===== src/rtl/cpu_memory_stage_p.sv =====
// Stack CPU stage 3a->4a: branch resolve, push/pop selection, and a req/ack bus FSM
// for LOAD/STORE that stalls upstream while a transaction is outstanding.
module cpu_memory_stage_p #(
   parameter int XLEN    = 32,
   parameter int TAGW    = 3,
   parameter int POPW    = 11,
   parameter int IMMW    = 16,
   parameter int BUS_AW  = 8,
   parameter int POP_ALU = 3,
   parameter int TIMEOUT = 15
) (
   input  logic                 clk,
   input  logic                 rst_b,
   input  logic                 in_valid_3a,
   output logic                 in_ready_3a,
   input  logic                 alu__cond_3a,
   input  logic [XLEN-1:0]      alu__out_3a,
   input  logic [1:0]           c__branch_3a,
   input  logic [2:0]           c__to_push_3a,
   input  logic [1:0]           c__mem_3a,
   input  logic [47:0]          instruction_3a,
   input  logic [XLEN-1:0]      pc_3a,
   input  logic [TAGW+XLEN-1:0] r0_3a,
   input  logic [TAGW+XLEN-1:0] r1_3a,
   input  logic [POPW-1:0]      st__to_pop_3a,
   output logic                 valid_4a,
   output logic                 kill_4a,
   output logic [XLEN-1:0]      branch_target_4a,
   output logic [XLEN-1:0]      pc_4a,
   output logic [2:0]           c__to_push_4a,
   output logic [TAGW+XLEN-1:0] st__to_push_4a,
   output logic [POPW-1:0]      st__to_pop_4a,
   output logic                 fault_4a,
   output logic                 bus__req,
   output logic                 bus__we,
   output logic [BUS_AW-1:0]    bus__addr,
   output logic [XLEN-1:0]      bus__wdata,
   input  logic                 bus__ack,
   input  logic [XLEN-1:0]      bus__rdata
);
   localparam int SW = TAGW + XLEN;
   localparam int CW = $clog2(TIMEOUT + 1);
   localparam logic [TAGW-1:0] TYPE_INTEGER = TAGW'(1);
   localparam logic [1:0] UC_BR_NONE = 2'd0, UC_BR_REL = 2'd1, UC_BR_REL_COND = 2'd2, UC_BR_ALU = 2'd3;
   localparam logic [2:0] UC_PUSHALU = 3'd1, UC_PUSHIMM = 3'd2, UC_PUSHREG0 = 3'd3,
                          UC_PUSHREG1 = 3'd4, UC_PUSHBUS = 3'd5;
   localparam logic [1:0] UC_MEM_LOAD = 2'd1, UC_MEM_STORE = 2'd2;

   typedef struct packed {
      logic            cond;
      logic [XLEN-1:0] alu;
      logic [1:0]      br;
      logic [2:0]      push;
      logic [1:0]      mem;
      logic [47:0]     instr;
      logic [XLEN-1:0] pc;
      logic [SW-1:0]   r0;
      logic [SW-1:0]   r1;
      logic [POPW-1:0] pop;
   } op_t;

   typedef enum logic {S_IDLE, S_WAIT} state_t;

   state_t          state;
   op_t             live, held, cur;
   logic [CW-1:0]   cnt;
   logic            is_mem, accept_mem, tmo, retire;
   logic            kill_c;
   logic [XLEN-1:0] target_c;
   logic [SW-1:0]   push_c;
   logic [POPW-1:0] pop_c;
   logic            unused_bits;

   assign live = '{alu__cond_3a, alu__out_3a, c__branch_3a, c__to_push_3a, c__mem_3a,
                   instruction_3a, pc_3a, r0_3a, r1_3a, st__to_pop_3a};
   // While a transaction is outstanding the retiring fields come from the capture.
   assign cur         = (state == S_IDLE) ? live : held;
   assign in_ready_3a = (state == S_IDLE);
   assign is_mem      = (live.mem == UC_MEM_LOAD) || (live.mem == UC_MEM_STORE);
   assign accept_mem  = (state == S_IDLE) && in_valid_3a && is_mem;
   assign tmo         = (state == S_WAIT) && !bus__ack && (cnt == CW'(TIMEOUT - 1));
   assign retire      = ((state == S_IDLE) && in_valid_3a && !is_mem) ||
                        ((state == S_WAIT) && (bus__ack || tmo));
   assign unused_bits = ^{cur.instr[47:SW], cur.mem};

   always_comb begin
      kill_c   = 1'b0;
      target_c = '0;
      case (cur.br)
         UC_BR_REL: begin
            kill_c   = 1'b1;
            target_c = cur.pc + {{(XLEN-IMMW){cur.instr[IMMW-1]}}, cur.instr[IMMW-1:0]};
         end
         UC_BR_REL_COND: begin
            kill_c   = cur.cond;
            target_c = cur.pc + {{(XLEN-IMMW){cur.instr[IMMW-1]}}, cur.instr[IMMW-1:0]};
         end
         UC_BR_ALU: begin
            kill_c   = 1'b1;
            target_c = cur.alu;
         end
         default: ;
      endcase
   end

   always_comb begin
      push_c = '0;
      case (cur.push)
         UC_PUSHALU:  push_c = {TYPE_INTEGER, cur.alu};
         UC_PUSHIMM:  push_c = cur.instr[SW-1:0];
         UC_PUSHREG0: push_c = cur.r0;
         UC_PUSHREG1: push_c = cur.r1;
         UC_PUSHBUS:  push_c = {TYPE_INTEGER, bus__rdata};
         default: ;
      endcase
      pop_c = (cur.pop == POPW'(POP_ALU)) ? cur.alu[POPW-1:0] : cur.pop;
   end

   always_ff @(posedge clk or negedge rst_b) begin
      if (!rst_b) begin
         state            <= S_IDLE;
         held             <= '0;
         cnt              <= '0;
         valid_4a         <= 1'b0;
         kill_4a          <= 1'b0;
         fault_4a         <= 1'b0;
         branch_target_4a <= '0;
         pc_4a            <= '0;
         c__to_push_4a    <= '0;
         st__to_push_4a   <= '0;
         st__to_pop_4a    <= '0;
         bus__req         <= 1'b0;
         bus__we          <= 1'b0;
         bus__addr        <= '0;
         bus__wdata       <= '0;
      end else begin
         valid_4a <= retire;
         kill_4a  <= retire && !tmo && kill_c;
         fault_4a <= tmo;
         if (retire) begin
            branch_target_4a <= target_c;
            pc_4a            <= cur.pc;
            c__to_push_4a    <= cur.push;
            st__to_push_4a   <= tmo ? '0 : push_c;
            st__to_pop_4a    <= pop_c;
         end
         if (accept_mem) begin
            held       <= live;
            cnt        <= '0;
            bus__req   <= 1'b1;
            bus__we    <= (live.mem == UC_MEM_STORE);
            bus__addr  <= live.alu[BUS_AW-1:0];
            bus__wdata <= live.r0[XLEN-1:0];
            state      <= S_WAIT;
         end else if (state == S_WAIT) begin
            if (bus__ack || tmo) begin
               bus__req <= 1'b0;
               bus__we  <= 1'b0;
               state    <= S_IDLE;
            end else begin
               cnt <= cnt + 1'b1;
            end
         end
      end
   end
endmodule

===== config.mk =====
export PLATFORM = sky130hd
export DESIGN_NAME = cpu_memory_stage_p
export DESIGN_NICKNAME = d
export VERILOG_FILES = /design/src/rtl/cpu_memory_stage_p.sv
export SDC_FILE = /design/constraint.sdc
export NUM_CORES = 1
export LEC_CHECK = 0
export ABC_CLOCK_PERIOD_IN_PS = 5800
export CELL_PAD_IN_SITES_DETAIL_PLACEMENT = 1
export CELL_PAD_IN_SITES_GLOBAL_PLACEMENT = 2
export CORE_UTILIZATION = 33
export CTS_BUF_LIST = sky130_fd_sc_hd__clkbuf_2 sky130_fd_sc_hd__clkbuf_4 sky130_fd_sc_hd__clkbuf_8
export DETAILED_ROUTE_END_ITERATION = 16
export PLACE_DENSITY = 0.95
export SYNTH_ARGS = -nofsm -noshare
export SYNTH_HDL_FRONTEND = slang
export SYNTH_SLANG_ARGS = --single-unit

===== constraint.sdc =====
create_clock -name clk -period 5.8 [get_ports clk]
set_input_delay 0.87 -clock clk [delete_from_list [all_inputs] [get_ports clk]]
set_output_delay 0.87 -clock clk [all_outputs]
set_load 0.05 [all_outputs]

==> flow_summary.ini <==
[logic_synthesis]
async_flop_share_pct = 100
synth-edff-count = 0
syn-num-nets = 2201
syn_avg_cell_area_sq_um = 8.85
yosys_warnings = 0
ys_types = 64
ys.flop_type = dfrtp_1
yosys_register_bits = 309
syn_area_sq_um = 17000
ys_seq_area_share_pct = 45.4
synthCells = 1925

[placed_design]
port-buffer-count = 382
placed_cell_area_sq_um = 21200
hpwl_microns = 47300
dpl.cell_count = 2840
gp_congestion = 0.942

[power_and_ir_drop]
p_leak_nw = 10.2
power_mw = 10.6
vdd_drop_max_uv = 360
power_density_nw_per_um2 = 473

[global_route]
grt_pass1_vias = 16300
grt_start_max_net_pins = 150
grt_usage_pct = 24.5
grt_pass1_wl_microns = 99300
antenna_found_initial = 10
overflow = 0

[cells_and_area]
drive_gt1_share_pct = 10.1
layout_commonest_cell = nand2_1
synthToLayoutAreaGrowth_pct = 31.4
nets = 2504
post-route-util_pct = 44.3
finalInstanceArea_sq_um = 22400
fin_cells = 2947
final_cell_mix = nand2_1, clkdlybuf4s50_1, dfrtp_1

[timing]
clock_skew_ps = 44.9
max_freq_ghz = 0.229
maxSlewHeadroom_pct = 36.4
fin_setup_tns_ps = 0
slew_viol_final = 0
setup_viol = 0
min_period_ps = 4370
tightest_slew_ps = 955
post-route-period-util_pct = 75.4
rsz0062_at_grt = false
finalHoldViolations = 0

[min_path]
hold_class = primary input to async pin

[cts]
clock_path_buffers = 3
cts_resized = 0
cts_buffers = 58
h-tree-depth = 2
insertion_delay_ps = 680
cts_root_buf = clkbuf_8
cts_tree = built
clkSinkCount = 309
post_cts_buffers = 0
clkSlewWorstSetupHoldPaths_ps = 60
ctsHoldBuffers = 0

[drt]
routed_wl_microns = 64600
ant_nets = 0
via_per_inst = 5.22
drt_iter0_drc = 928
route.detailed.drc = 0
routedWlPerCell_microns = 21.9
drt_pre_antenna_iters = 5
vias = 15400

[worst_setup_path]
crit_fanout = 54
worstPathArrival_ps = 4900
crit_path_end_kind = register
start_kind = register
critPathKind = register to register
crit_required_ps = 6330

[floorplanning]
initial_core_util_pct = 33.7
dieHeight_microns = 229
die-area_sq_um = 52500
die_x_microns = 229
ios = 396
fp-row-count = 82
fp.coreArea_sq_um = 50600

[flow_run]
max_cap_violations = 0

[run_status]
outcome = finished, final reports clean
path summary, 6_finish.rpt:
path	start	end	slack [ps]	cells past startpoint
max	state$_DFF_PN0_	branch_target_4a[28]$_DFFE_PN0N_	1430	11
max in group asynchronous	rst_b	held[107]$_DFFE_PN0P_	4240	2
min	rst_b	st__to_push_4a[10]$_DFFE_PN0N_	150	1
min in group clk	held[12]$_DFFE_PN0P_	held[12]$_DFFE_PN0P_	470	2
max reg2reg	state$_DFF_PN0_	branch_target_4a[28]$_DFFE_PN0N_	1430	11
min reg2reg	held[12]$_DFFE_PN0P_	held[12]$_DFFE_PN0P_	470	2
cell usage after synthesis, types with 3 or more instances:
| library cell | count | area, sq um |
|---|---|---|
| nand2_1 | 672 | 2520 |
| dfrtp_1 | 309 | 7730 |
| mux2i_1 | 121 | 1210 |
| mux2_2 | 89 | 1000 |
| nor2_1 | 82 | 308 |
| clkbuf_1 | 81 | 304 |
| o21ai_0 | 71 | 355 |
| a21oi_1 | 63 | 315 |
| o22ai_1 | 43 | 269 |
| buf_4 | 40 | 300 |
| ha_1 | 38 | 475 |
| buf_2 | 33 | 165 |
| a21o_1 | 24 | 180 |
| a211oi_1 | 18 | 135 |
| nor2b_1 | 18 | 113 |
| inv_1 | 17 | 63.8 |
| xnor2_1 | 17 | 149 |
| o221ai_1 | 16 | 140 |
| nand4_1 | 14 | 87.6 |
| a221oi_1 | 11 | 96.3 |
| nand2b_1 | 11 | 68.8 |
| nand3_1 | 11 | 55.1 |
| a22oi_1 | 10 | 75.1 |
| o31ai_1 | 9 | 67.6 |
| nor3_1 | 8 | 40.0 |
| o21ai_1 | 8 | 40.0 |
| xor2_1 | 7 | 61.3 |
| buf_1 | 6 | 22.5 |
| o21a_1 | 6 | 45.0 |
| o22a_1 | 6 | 52.6 |
| or3_1 | 6 | 37.5 |
| and3_1 | 5 | 31.3 |
| a222oi_1 | 4 | 40.0 |
| a2bb2oi_1 | 4 | 35.0 |
| o211ai_1 | 4 | 30.0 |
| a31oi_1 | 3 | 18.8 |
| and2_1 | 3 | 18.8 |
| nor4_1 | 3 | 18.8 |
| nor4b_1 | 3 | 26.3 |
| o21bai_1 | 3 | 22.5 |
worst max-delay path, cell delays in order, from the launching register on:
cell,delay [ps]
dfrtp_4,950
mux2i_1,510
inv_1,420
ha_1,540
a21oi_1,190
nor2b_1,60
o21ai_0,170
nand2b_1,80
a211oi_1,450
o21ai_1,230
nor4b_1,190
or3_1,360
registers in the layout (all words and copies together), names as in the netlist:
signal and flops:
fault_4a 1, bus__req 1, kill_4a 1, cnt 4, pc_4a 32, bus__addr 7, bus__we 1, branch_target_4a 32
bus__wdata 31, state 1, valid_4a 1, st__to_pop_4a 11, c__to_push_4a 3, held 148, st__to_push_4a 35
metal layers:
metal  track usage [%]  share of wire (%)  wire length (microns)
met1              31.4                 43                  27900
met2              40.6                 48                  31000
met3              5.39                5.7                   3680
met4              8.25                3.0                   1940
met5                 0               0.13                     84
power by group:
group	total, mW	switching [mW]	internal [mW]
Combinational	5.05	3.28	1.77
Sequential	3.29	0.460	2.83
Clock	2.25	0.986	1.26
Total	10.6	4.73	5.86
cell families after synthesis:
| logic type | Yosys count | share of synthesized area (%) |
|---|---|---|
| adders and majority gates | 39 | 2.91 |
| DFF | 309 | 45.4 |
| buffers and inverters | 178 | 5.06 |
| AOI/OAI and AO/OA | 323 | 12.6 |
| and+or+nand+nor | 842 | 19.8 |
| xor gates and xnor gates | 24 | 1.23 |
| muxes | 210 | 13.0 |
metrics by stage:
stage	setup slack [ps]	hold slack [ps]
finish	1430	145
global route	1140	201
CTS	1420	198
detailed placement	1290	461
global placement	1360	452
floorplan	2100	440
area by class of cell:
cell class	instances	area [sq um]
flip-flops and latches	309	7740
repair buffers	403	4020
inverters	18	70.1
multi-input cells	1438	8490
clock inverters	6	38.8
diodes	6	15.0
clock buffers	95	1170
fillers	5826	28200
well taps	672	841
No activity file was read; power rests on OpenSTA's default activity.
==> edit 1 (same settings) <==
Compare `cnt` against `CW'(TIMEOUT - 1)` with >= in place of ==.
--- a/src/rtl/cpu_memory_stage_p.sv
+++ b/src/rtl/cpu_memory_stage_p.sv
@@ -78,7 +78,7 @@
    assign in_ready_3a = (state == S_IDLE);
    assign is_mem      = (live.mem == UC_MEM_LOAD) || (live.mem == UC_MEM_STORE);
    assign accept_mem  = (state == S_IDLE) && in_valid_3a && is_mem;
-   assign tmo         = (state == S_WAIT) && !bus__ack && (cnt == CW'(TIMEOUT - 1));
+   assign tmo         = (state == S_WAIT) && !bus__ack && (cnt >= CW'(TIMEOUT - 1));
    assign retire      = ((state == S_IDLE) && in_valid_3a && !is_mem) ||
                         ((state == S_WAIT) && (bus__ack || tmo));
    assign unused_bits = ^{cur.instr[47:SW], cur.mem};
Function: no difference found for any inputs over 4 cycles, from zero or initial values and one cycle with rst_b low; that may be too few to reach the edited logic, so the function may still have changed.
==> edit 1 against the original RTL <==
- design area is 2.1% higher
- global-route usage increased by 1.7 points
- combinational power up 2%
- wire length rose by 7.7%
- sequential power barely moved
- setup slack got worse by 0.076 ns
- sequential cell count unchanged
- total power up 4.9%
- area after synthesis up 0.68%
==> edit 1: results (changes against the original RTL) <==
- The leakage dissipation came to 10.39 nW (was 10.20 nW).
- The relative area of clock buffers and inverters in the final design was 0.06393 (was 0.05400).
- The antenna diode count is 13 (was 6).
* Maximum vdd ir drop: 281.3 uV (was 360.5 uV)
* Slack of the worst reg-to-reg path: 1.35 ns (was 1.43 ns)
- Violation count after the first detailed-route iteration: 983 (was 928)
- The transition time of the tightest slew-check pin was 1.020 ns (was 0.9546 ns).
- Routability congestion estimate: 0.9105 (was 0.9419)
* Critical register-to-register path endpoint: branch_target_4a[31]$_DFFE_PN0N_ (was branch_target_4a[28]$_DFFE_PN0N_)
- The proportion of cell area occupied by multi-input gates was 0.3761 (was 0.3792).
- The initial antenna violation count was 17 (was 10).
- Fraction of area in non-clock buffers: 0.1795 (was 0.1798)
- Detailed-placement wirelength estimate: 49,500 microns (was 47,270 microns)
- Outcome: complete, no violations (unchanged).
* Largest net degree at the start of global routing: 146 (was 150)
- The total of fill cells in the finished design came to 5,980 (was 5,826).
- Number of non-clock inverters: 21 (was 18)
- The total nets after synthesis is 2,246 (was 2,201).
* TritonCTS buffer count: 59 (was 58)
* Non-CTS buffers: 412 (was 403)
- The sequential fraction of the synthesis area came to 0.4509 (was 0.4540).
- Fraction of layout cells with a size suffix above 1: 0.1097 (was 0.1009)
- Via count of the first global-routing pass: 17,020 (was 16,280)
- Total global-route track usage: 0.2616 (was 0.2448)
- The met1 track demand over resource in global routing came to 0.3351 (was 0.3139).
- The maximum fanout along the worst path is 64 (was 54).
[edit 1: changes by cell type after synthesis, sizes merged, moves of 6 or more]
cell and change:
o32ai +8, o22a -6, nor3 +17, o21ai +20, a32oi +17, mux2i -19, o221ai -16, a21o -12
mux2 +6, o22ai -27, nand2 +23, clkbuf +6, a21oi +23
[edit 1: kinds of logic after synthesis]
logic type               share of synthesized area
flip-flops                                  0.4509
AO/OA/AOI/OAI                               0.1326
AND/OR/NAND/NOR                             0.2026
XOR/XNOR                                   0.01175
buffers and inverters                      0.05136
multiplexers                                0.1219
adder cells (fa/ha/maj)                    0.02889
[edit 1: metal layers]
metal / share of wire / vias to the layer above / wire [microns]
met2: 0.46 / 495 / 32130
met5: 0.00070 / - / 49
met3: 0.062 / 166 / 4342
met4: 0.048 / 8 / 3328
met1: 0.43 / 8072 / 29730
li1: - / 7346 / -
[edit 1: through the flow]
| stage | hold WS (ns) | cells |
|---|---|---|
| final | 0.2656 | 3026 |
| after detailed placement | 0.4602 | 2901 |
| after global placement | 0.4516 | 2901 |
| after floorplan | 0.4401 | 1970 |
| after global routing | 0.2895 | 3026 |
| after CTS | 0.2762 | 3013 |
[edit 1: power by group through the flow]
| stage | combinational, mW | sequential, mW | clock, mW |
|---|---|---|---|
| after floorplan | 2.26 | 4.33 | 0 |
| after global placement | 5.07 | 3.28 | 0 |
| after detailed placement | 5.16 | 3.33 | 0 |
| after CTS | 5.19 | 3.30 | 2.70 |
| after global routing | 5.50 | 3.39 | 2.79 |
| final | 5.17 | 3.30 | 2.64 |
==> edit 2 (same flow settings) <==
Made on the original files. The parameter `BUS_AW` goes from 8 to 9.
--- a/src/rtl/cpu_memory_stage_p.sv
+++ b/src/rtl/cpu_memory_stage_p.sv
@@ -5,7 +5,7 @@
    parameter int TAGW    = 3,
    parameter int POPW    = 11,
    parameter int IMMW    = 16,
-   parameter int BUS_AW  = 8,
+   parameter int BUS_AW  = 9,
    parameter int POP_ALU = 3,
    parameter int TIMEOUT = 15
 ) (
Ports: changed (resized bus__addr); port bits go from 396 to 397. The function was not compared with the original's and may differ.
==> edit 2 against the original RTL <==
- sequential cell count unchanged
- die area increased by 0.84%
- clock power increased by 8%
- non-clock buffer count increased by 4
- design area increased by 1.1%
- utilization decreased by 0.22 points
- setup slack improved by 0.11 ns
- area after synthesis increased by 0.84%
- total power increased by 1.8%
- wire length increased by 7.4%
- via count increased by 4.3%
- critical path type is now reg -> out
- largest power group unchanged
==> edit 2: results (changes against the original RTL) <==
* Outcome: complete, no violations (unchanged)
- Worst Path Max Fanout: 52 (was 54)
- The met1 layer wirelength in the final routing was 29,460 microns (was 27,870 microns).
- Switching power total: 4.792 mW (was 4.726 mW)
* Share of the final layout cell area in sequential cells: 0.3418 (was 0.3456)
- The antenna diode count came to 11 (was 6).
- Final standard cell area without fillers: 0.02264 sq mm (was 0.02238 sq mm)
- The number of buffers added by the clock tree synthesis step was 57 (was 58).
- The part of the power in the clock network came to 0.225 (was 0.212).
- The length in cells of the worst reg-to-reg path came to 12 (was 11).
- Violation count after the first detailed-route iteration: 971 (was 928)
- The final routed wire length divided by cell count came to 22.85 microns (was 21.92 microns).
- Clock latency on the worst-skew pair: 0.66 ns (was 0.68 ns)
- The met3 usage in global routing is 0.07155 (was 0.05391).
- Vias: 16,050 (was 15,380)
* Detailed-placement wirelength estimate: 49,720 microns (was 47,270 microns)
- CP top delay family: buffers and inverters (was compound AO/OA/AOI/OAI gates)
- The largest net degree at the start of global routing was 135 (was 150).
- Final cycle utilization of the critical path: 0.7352 (was 0.7540)
- The global-route total usage across every layer was 0.2619 (was 0.2448).
- The worst endpoint data arrival time came to 3.39 ns (was 4.90 ns).
- Routed met3 length: 4983 microns (was 3681 microns)
- Worst Hold Slack: 0.2358 ns (was 0.1453 ns)
- The worst ir drop on vdd was 294.0 uV (was 360.5 uV).
- The relative area of clock buffers and inverters in the final design came to 0.05765 (was 0.05400).
- Per-instance average area after synthesis: 8.533 sq um (was 8.848 sq um)
* Routability congestion estimate: 0.9107 (was 0.9419)
- Sequential fraction of design power: 0.302 (was 0.311)
- Fraction of layout cells with a size suffix above 1: 0.09424 (was 0.1009)
- The number of nets in the final layout came to 2,580 (was 2,504).
edit 2: final timing paths:
path	start	endpoint
max in group asynchronous	rst_b	held[194]$_DFFE_PN0P_
max	state$_DFF_PN0_	in_ready_3a
max reg2reg	state$_DFF_PN0_	branch_target_4a[19]$_DFFE_PN0N_
min	rst_b	held[186]$_DFFE_PN0P_
min reg2reg	held[193]$_DFFE_PN0P_	held[193]$_DFFE_PN0P_
min in group clk	held[193]$_DFFE_PN0P_	held[193]$_DFFE_PN0P_
edit 2: kinds of logic (layout without fill, tap and decap cells):
kind of cell / count (synthesis) / count (layout) / synth area share
buffers and inverters: 193 / 525 / 0.05369
AOI/OAI and AO/OA: 352 / 352 / 0.1326
and+or+nand+nor: 909 / 909 / 0.2083
xor gates and xnor gates: 29 / 29 / 0.01479
DFF: 309 / 309 / 0.4502
other: 0 / 11 / 0
muxes: 182 / 182 / 0.1116
adders and majority gates: 39 / 39 / 0.02885
